### src/rtl/arm_pkg.sv
// Shared types for the ARM execute stage: ALU opcodes, condition codes,
// forwarding selects, the NZCV flag bundle and the multiply FSM states.
package arm_pkg;

  typedef enum logic [2:0] {
    ALU_ADD = 3'b000,
    ALU_SUB = 3'b001,
    ALU_AND = 3'b010,
    ALU_ORR = 3'b011,
    ALU_MUL = 3'b100
  } alu_op_t;

  typedef enum logic [3:0] {
    COND_EQ, COND_NE, COND_CS, COND_CC,
    COND_MI, COND_PL, COND_VS, COND_VC,
    COND_HI, COND_LS, COND_GE, COND_LT,
    COND_GT, COND_LE, COND_AL, COND_NV
  } cond_t;

  typedef enum logic [1:0] {
    FWD_RF  = 2'b00,
    FWD_WB  = 2'b01,
    FWD_MEM = 2'b10
  } fwd_sel_t;

  typedef struct packed {
    logic n;
    logic z;
    logic c;
    logic v;
  } flags_t;

  typedef enum logic {
    S_IDLE,
    S_MUL1
  } mul_state_t;

endpackage

### src/rtl/cond_unit.sv
// ARM condition evaluation against the NZCV register it owns; flag updates
// are applied only when the instruction's condition passes.
module cond_unit
  import arm_pkg::*;
(
  input  logic       clock,
  input  logic       reset,
  input  logic [3:0] cond,
  input  logic [1:0] flag_write,
  input  flags_t     alu_flags,
  output logic       cond_ex
);

  flags_t flags;
  flags_t flags_next;

  always_comb begin
    cond_ex = 1'b1;
    case (cond_t'(cond))
      COND_EQ: cond_ex = flags.z;
      COND_NE: cond_ex = !flags.z;
      COND_CS: cond_ex = flags.c;
      COND_CC: cond_ex = !flags.c;
      COND_MI: cond_ex = flags.n;
      COND_PL: cond_ex = !flags.n;
      COND_VS: cond_ex = flags.v;
      COND_VC: cond_ex = !flags.v;
      COND_HI: cond_ex = flags.c && !flags.z;
      COND_LS: cond_ex = !flags.c || flags.z;
      COND_GE: cond_ex = (flags.n == flags.v);
      COND_LT: cond_ex = (flags.n != flags.v);
      COND_GT: cond_ex = !flags.z && (flags.n == flags.v);
      COND_LE: cond_ex = flags.z || (flags.n != flags.v);
      default: cond_ex = 1'b1;
    endcase
  end

  always_comb begin
    flags_next = flags;
    if (flag_write[1] && cond_ex) begin
      flags_next.n = alu_flags.n;
      flags_next.z = alu_flags.z;
    end
    if (flag_write[0] && cond_ex) begin
      flags_next.c = alu_flags.c;
      flags_next.v = alu_flags.v;
    end
  end

  always_ff @(posedge clock) begin
    if (!reset) flags <= '0;
    else        flags <= flags_next;
  end

endmodule

### src/rtl/execute_stage.sv
// EX stage: operand forwarding, ALU with a 2-cycle multiply, condition gating
// and the EX/MEM pipeline register feeding the memory stage.
module execute_stage
  import arm_pkg::*;
#(
  parameter int WIDTH  = 32,
  parameter bit MUL_EN = 1'b1
) (
  input  logic             clock,
  input  logic             reset,
  input  logic             FlushE,
  input  logic [1:0]       ForwardAE,
  input  logic [1:0]       ForwardBE,
  input  logic [WIDTH-1:0] RD1E,
  input  logic [WIDTH-1:0] RD2E,
  input  logic [WIDTH-1:0] ExtImmE,
  input  logic [WIDTH-1:0] ResultW,
  input  logic             ALUSrcE,
  input  logic [2:0]       ALUControlE,
  input  logic [1:0]       FlagWriteE,
  input  logic [3:0]       CondE,
  input  logic             PCSrcE,
  input  logic             RegWriteE,
  input  logic             MemWriteE,
  input  logic             MemToRegE,
  input  logic             PlusOneE,
  input  logic [3:0]       WA3E,
  output logic             BusyE,
  output logic [WIDTH-1:0] ALUOutM,
  output logic [WIDTH-1:0] WriteDataM,
  output logic [3:0]       WA3M,
  output logic             PCSrcM,
  output logic             RegWriteM,
  output logic             MemWriteM,
  output logic             MemToRegM,
  output logic             PlusOneM
);

  logic [WIDTH-1:0] src_a, write_data, src_b, b_in, alu_res, prod, res_e;
  logic [WIDTH-1:0] mul_p, mul_wd;
  logic [WIDTH:0]   sum;
  alu_op_t          op;
  logic             is_sub, is_mul, arith;
  logic             cond_ex;
  flags_t           alu_flags;
  logic [1:0]       flag_we;
  mul_state_t       state, state_next;

  always_comb begin
    case (fwd_sel_t'(ForwardAE))
      FWD_WB:  src_a = ResultW;
      FWD_MEM: src_a = ALUOutM;
      default: src_a = RD1E;
    endcase
    case (fwd_sel_t'(ForwardBE))
      FWD_WB:  write_data = ResultW;
      FWD_MEM: write_data = ALUOutM;
      default: write_data = RD2E;
    endcase
    src_b = ALUSrcE ? ExtImmE : write_data;
  end

  always_comb begin
    op = alu_op_t'(ALUControlE);
    if (!MUL_EN && op == ALU_MUL) op = ALU_ADD;
    is_sub = (op == ALU_SUB);
    is_mul = (op == ALU_MUL);
    arith  = (op == ALU_ADD) || (op == ALU_SUB);
    b_in   = is_sub ? ~src_b : src_b;
    sum    = {1'b0, src_a} + {1'b0, b_in} + {{WIDTH{1'b0}}, is_sub};
    prod   = src_a * src_b;
    case (op)
      ALU_AND: alu_res = src_a & src_b;
      ALU_ORR: alu_res = src_a | src_b;
      ALU_MUL: alu_res = prod;
      default: alu_res = sum[WIDTH-1:0];
    endcase
  end

  // In MUL1 the result (and its N/Z) comes from the captured product.
  assign res_e       = (state == S_MUL1) ? mul_p : alu_res;
  assign alu_flags.n = res_e[WIDTH-1];
  assign alu_flags.z = (res_e == '0);
  assign alu_flags.c = sum[WIDTH];
  assign alu_flags.v = (src_a[WIDTH-1] == b_in[WIDTH-1]) && (sum[WIDTH-1] != src_a[WIDTH-1]);

  assign BusyE = MUL_EN && (state == S_IDLE) && is_mul && cond_ex && !FlushE;

  assign flag_we[1] = FlagWriteE[1] && !FlushE && !BusyE;
  assign flag_we[0] = FlagWriteE[0] && !FlushE && !BusyE && arith;

  cond_unit u_cond (
    .clock      (clock),
    .reset      (reset),
    .cond       (CondE),
    .flag_write (flag_we),
    .alu_flags  (alu_flags),
    .cond_ex    (cond_ex)
  );

  always_comb begin
    state_next = state;
    case (state)
      S_IDLE:  if (BusyE) state_next = S_MUL1;
      default: state_next = S_IDLE;
    endcase
  end

  always_ff @(posedge clock) begin
    if (!reset) begin
      state  <= S_IDLE;
      mul_p  <= '0;
      mul_wd <= '0;
    end else begin
      state <= state_next;
      if (BusyE) begin
        mul_p  <= prod;
        mul_wd <= write_data;
      end
    end
  end

  always_ff @(posedge clock) begin
    if (!reset || FlushE || BusyE) begin
      ALUOutM    <= '0;
      WriteDataM <= '0;
      WA3M       <= '0;
      PCSrcM     <= 1'b0;
      RegWriteM  <= 1'b0;
      MemWriteM  <= 1'b0;
      MemToRegM  <= 1'b0;
      PlusOneM   <= 1'b0;
    end else begin
      ALUOutM    <= res_e;
      WriteDataM <= (state == S_MUL1) ? mul_wd : write_data;
      WA3M       <= WA3E;
      PCSrcM     <= PCSrcE && cond_ex;
      RegWriteM  <= RegWriteE && cond_ex;
      MemWriteM  <= MemWriteE && cond_ex;
      MemToRegM  <= MemToRegE;
      PlusOneM   <= PlusOneE;
    end
  end

endmodule

### config.mk
export PLATFORM = sky130hd
export DESIGN_NAME = execute_stage
export DESIGN_NICKNAME = d
export VERILOG_FILES = /design/src/rtl/arm_pkg.sv /design/src/rtl/cond_unit.sv /design/src/rtl/execute_stage.sv
export SDC_FILE = /design/constraint.sdc
export NUM_CORES = 2
export LEC_CHECK = 0
export BUFFER_PORTS_ARGS = -buffer_cell sky130_fd_sc_hd__buf_2
export CAP_MARGIN = 20
export CORE_MARGIN = 8
export CORE_UTILIZATION = 55
export DETAILED_ROUTE_END_ITERATION = 12
export MAX_ROUTING_LAYER = met4
export PLACE_DENSITY = 0.84
export REMOVE_ABC_BUFFERS = 1
export SLEW_MARGIN = 20
export SYNTH_ARGS = -nofsm -noshare
export SYNTH_HDL_FRONTEND = slang
export SYNTH_HIERARCHICAL = 1
export SYNTH_SLANG_ARGS = --single-unit
### constraint.sdc
create_clock -name clock -period 10.9 [get_ports clock]
set_clock_uncertainty 0.2 [all_clocks]
set_input_delay 2.18 -clock clock [delete_from_list [all_inputs] [get_ports clock]]
set_output_delay 2.18 -clock clock [all_outputs]
set_load 0.1 [all_outputs]
# Yosys cells after proc, flatten, opt, wreduce, memory -nomap -nowiden
# Cells that the tools add are included.
dict set report word_totals {
  ff_bits 142
  in_bits 154
  out_inout_bits 74
  word_cells 89
}
dict set report classes {
  n_reduce_logical 32
  bitwise 5
  n_mul 1
  mux 9
  add_sub_neg 2
  n_eq_ne 25
}
# op n
set op_table {}
lappend op_table {{$mux 32} 4}
lappend op_table {{$pmux 32 s2} 2}
lappend op_table {{$pmux 32 s3} 1}
lappend op_table {{$add 32x32->33} 1}
lappend op_table {{$add 33x1->33} 1}
lappend op_table {{$and 32x32->32} 1}
lappend op_table {{$logic_not 32->1} 1}
lappend op_table {{$mul 32x32->32} 1}
lappend op_table {{$not 32->32} 1}
lappend op_table {{$or 32x32->32} 1}
lappend op_table {{$eq 4x4->1 const B} 6}
lappend op_table {{$eq 4x3->1 const B} 4}
lappend op_table {{$logic_and 1x1->1} 16}
lappend op_table {{$pmux 1 s14} 1}
lappend op_table {{$eq 4x2->1 const B} 2}
lappend op_table {{$logic_not 1->1} 7}
lappend op_table {{$eq 3x2->1 const B} 2}
lappend op_table {{$logic_or 1x1->1} 5}
lappend op_table {{$eq 2x1->1 const B} 2}
lappend op_table {{$eq 2x2->1 const B} 2}
lappend op_table {{$eq 4x1->1 const B} 1}
lappend op_table {{$logic_not 4->1} 1}
lappend op_table {{$eq 3x1->1 const B} 1}
lappend op_table {{$eq 3x3->1 const B} 1}
lappend op_table {{6 further kinds} 9}

# Longest topological paths before layout
dict set report depth {
  word_depth 10
  ltp_mapped 41
  depth_no_buf 37
}

# Modules after synthesis
# The synthesis kept the hierarchy.
# mod cells_per_inst area_each_um2 seq_area_each_um2 n_inst
set modules_own_cells {}
lappend modules_own_cells {execute_stage 3141 25293.0 2762.6 1}
lappend modules_own_cells {cond_unit 43 359.1 80.1 1}

# Least setup slack after synthesis
# OpenSTA, ideal clock, no wires.
dict set report synth_path {
  path_type {input-to-reg}
  from {input port ForwardBE[0]}
  to {register u_cond/flags[2] (netlist bit)}
  setup_time_ns 0.128
  t_arrival_ns 10.952
  slack_ns -0.380
  stages 35
  required_ns 10.572
  n_path_buf 5
  path_cell_list {inv_1 -> ha_1 -> buf_2 -> buf_1 -> buf_1 -> clkbuf_1 -> nor2_1 -> a21oi_1 -> nor2_1 -> a21oi_1 -> nor2_1 -> fa_1 -> inv_1 -> fa_1 -> fa_1 -> inv_1 -> fa_1 -> fa_1 -> fa_1 -> fa_1 -> fa_1 -> ha_1 -> clkbuf_1 -> o21a_1 -> o211ai_1 -> o21ai_0 -> a2111oi_1 -> o21bai_1 -> a21oi_1 -> xnor3_1 -> a221o_1 -> nand2_2 -> nor4_2 -> nand2_1 -> mux2i_1}
}
# item line_no
set synth_lines {}
lappend synth_lines {{start, declared} execute_stage.sv:13} ;# input logic [1:0] ForwardBE,
lappend synth_lines {{end signal, assigned} cond_unit.sv:52} ;# else flags <= flags_next;
lappend synth_lines {{end, declared} cond_unit.sv:14} ;# flags_t flags;

==> results.md <==
- DRC Markers: 0
- Worst path buffer plus inverter count: 7
- Mean Syn Cell Area: 8.06 µm²
- Vias: between 20000 and 30000
- Crit end category: flip-flop
- Post-synth EDFFs: 0
- Max Freq: 93.2 MHz
- Critical Path RT: 11.07 ns
- Die W: 232 µm
- Commonest non-fill, non-tap cell in the layout: nor2_1
- Worst path top cell family by delay: adder cells
- GRT overflow: 0
- HPWL after DPL: 92.1 mm
- Clk Latency, worst-skew pair: 0.45 ns
- Synth-to-Final Area Change: 21.2%
- Sequential area share after synthesis: 11.1%
- Synth warn: 6
- Most frequent cells in the layout: 478 x nor2_1, 443 x inv_1, 409 x fa_1, 383 x buf_4, 372 x nand2_1
- Critical path class: input port to flip-flop
- Unrepaired setup endpoints after global routing: true
- First-pass GRT wire length: 163 mm
- DR pass1 iterations: 6
- Post-synthesis async set-or-reset flop share: 0%
- Hold Crit Class: flip-flop to flip-flop
- Met2 Track Usage GR: ~60%
- Final min period: about 11 ns
- Number of global-route vias before repair: 26200
- Die area: about 54000 µm²
- Global-route usage over all layers: 41.9%
- Starting density of the core: 55.5%
- Final slew viol count: 0
- Slowest stage delay, CP: ~0.64 ns
- DR iter-0 viols: between 3000 and 4000
- Antenna Nets Post-Route: 0
- Routed length per instance: roughly 26 µm
- Synth unique cells: 87
- Status: completed
- Max-cap violations: 0
- Die H: ~230 µm
- # H-tree levels: 4
- Clock root buffer: clkbuf_16
- Post-Syn Instances: 3184
- Initial antenna violation count: 5
- Fin. Hold Viols: 0
- FF+latch count, synth: 142
- Share of cells above drive strength 1: 20.6%
- Largest net degree at the start of global routing: between 70 and 80
- Std cell rows: 79
- Final Util: 67.2%
- Filler cells: around 3900
- Core area: 46300 µm²
- Mapped Area: 25700 µm²
- Post-synth top flop: dfxtp_1
- CP Data Arrival Time: around 11 ns
- Most frequent CP cell: fa_1
- Final Wtd Congestion: 1.12
- CTS tree: built
- CP max stage cell: fa_1
- Num CTS Buffers: 17
- Element type at the critical path start: input port
- Slew margin rel.: 35.9%
- Vias/cell: 6.06
- # clock sinks: 142
- WL final: 111 mm
- Met3 Resource Use GR: 9.72%
- # nets final: about 4400
- Port bufs: approximately 230
- Gr busiest metal: met2
- Slew @ Worst Pin: roughly 0.95 ns
- Post-route clock period utilization: 98.4%
- Max clock buf depth: 2
- IO Count: 228
- Met1 usage: 53.1%
- Worst-path fanout max: 9
- Clock-pin slew on the worst setup and hold paths: approximately 0.070 ns
- Setup violators final: 0
-- final timing paths --
kind / startpoint / to / slack (ns) / cells after the start
max: ForwardBE[0] / u_cond/flags[2] / 0.17 / 33
min: mul_wd[24] / WriteDataM[24] / 0.26 / 2
max reg2reg: ALUOutM[3] / u_cond/flags[2] / 1.89 / 31
min reg2reg: mul_wd[24] / WriteDataM[24] / 0.26 / 2
-- synth_stat cells (all sizes together) (15+ instances only) --
cell type | n | area [µm²]
xnor2 | 93 | 822
or2 | 16 | 100
a21o | 21 | 158
buf | 51 | 257
nand4 | 15 | 93.8
fa | 409 | 8190
xor2 | 40 | 350
a221oi | 15 | 131
o21a | 43 | 323
ha | 160 | 2000
and2 | 53 | 332
nand2b | 26 | 163
inv | 448 | 1680
o21ai | 129 | 646
dfxtp | 142 | 2840
nor2 | 480 | 1800
nor2b | 33 | 206
nand3 | 19 | 95.1
nor3 | 27 | 135
o211ai | 15 | 126
a221o | 23 | 230
nand2 | 375 | 1410
a21oi | 116 | 581
a21boi | 32 | 240
a22oi | 55 | 418
mux2i | 24 | 240
clkbuf | 142 | 534
-- area by class of cell --
| type | count | area [µm²] | area share, % |
|---|---|---|---|
| diodes | 5 | 12.5 | 0.0402 |
| clock buffers | 18 | 429 | 1.38 |
| clock inverters | 14 | 151 | 0.487 |
| inverters | 455 | 1710 | 5.50 |
| multi-input cells | 2394 | 20500 | 65.9 |
| flip-flops and latches | 142 | 2850 | 9.15 |
| well taps | 607 | 759 | 2.44 |
| repair buffers | 646 | 4700 | 15.1 |
-- timing repair --
item                       CTS  global route
setup endpoints to repair    0             4
gates resized for setup      0            39
setup buffers                0             5
hold buffers                 0             0
-- metrics by stage --
stage | cells | instance area [µm²] | TNS [ns] | worst slack (ns) | hold slack [ns]
4_1_cts | 4271 | 30900 | 0 | 0.0235 | 0.257
5_1_grt | 4281 | 31100 | -0.0368 | -0.0368 | 0.286
3_3_place_gp | 4239 | 30300 | -0.595 | -0.259 | 0.249
3_5_place_dp | 4239 | 30300 | -0.950 | -0.394 | 0.248
6_report | 4281 | 31100 | 0 | 0.170 | 0.262
2_1_floorplan | 2991 | 24900 | -5.97 | -1.05 | 0.232
-- kinds of logic (layout without fill, tap and decap cells) --
logic type / count (synthesis) / in the layout / share of synthesized area, %
xor+xnor: 136 / 136 / 4.83
simple gates: 1091 / 1091 / 18.3
compound gates: 557 / 557 / 14.6
flops: 142 / 142 / 11.1
fa+ha+maj: 580 / 580 / 40.2
buf+inv: 648 / 1133 / 9.74
other cells: 0 / 5 / 0
mux: 30 / 30 / 1.24
-- worst reg2reg max path, delay by kind of cell, from the launching register on --
kind | cells | cell delay, ns
fa+ha+maj | 9 | 4.43
compound gates | 9 | 1.54
mux | 2 | 0.78
buf+inv | 5 | 0.78
simple gates | 5 | 0.66
flops | 1 | 0.38
xor+xnor | 1 | 0.16
-- registers in the layout (all words and copies together), names as in the netlist --
| signal | cells |
|---|---|
| WA3M | 4 |
| MemToRegM | 1 |
| ALUOutM | 32 |
| MemWriteM | 1 |
| RegWriteM | 1 |
| u_cond/flags | 4 |
| state | 1 |
| WriteDataM | 32 |
| PCSrcM | 1 |
| mul_wd | 32 |
| PlusOneM | 1 |
| mul_p | 32 |
-- metal layers --
metal / vias up / wire, µm
li1: 11100 / -
met4: 0 / 8620
met3: 459 / 13000
met1: 12500 / 41700
met2: 1803 / 47500
met5: - / 0
Power is left out: the tool's default activity adds up to more than one toggle a clock period on the data nets, which glitch-free logic cannot reach.
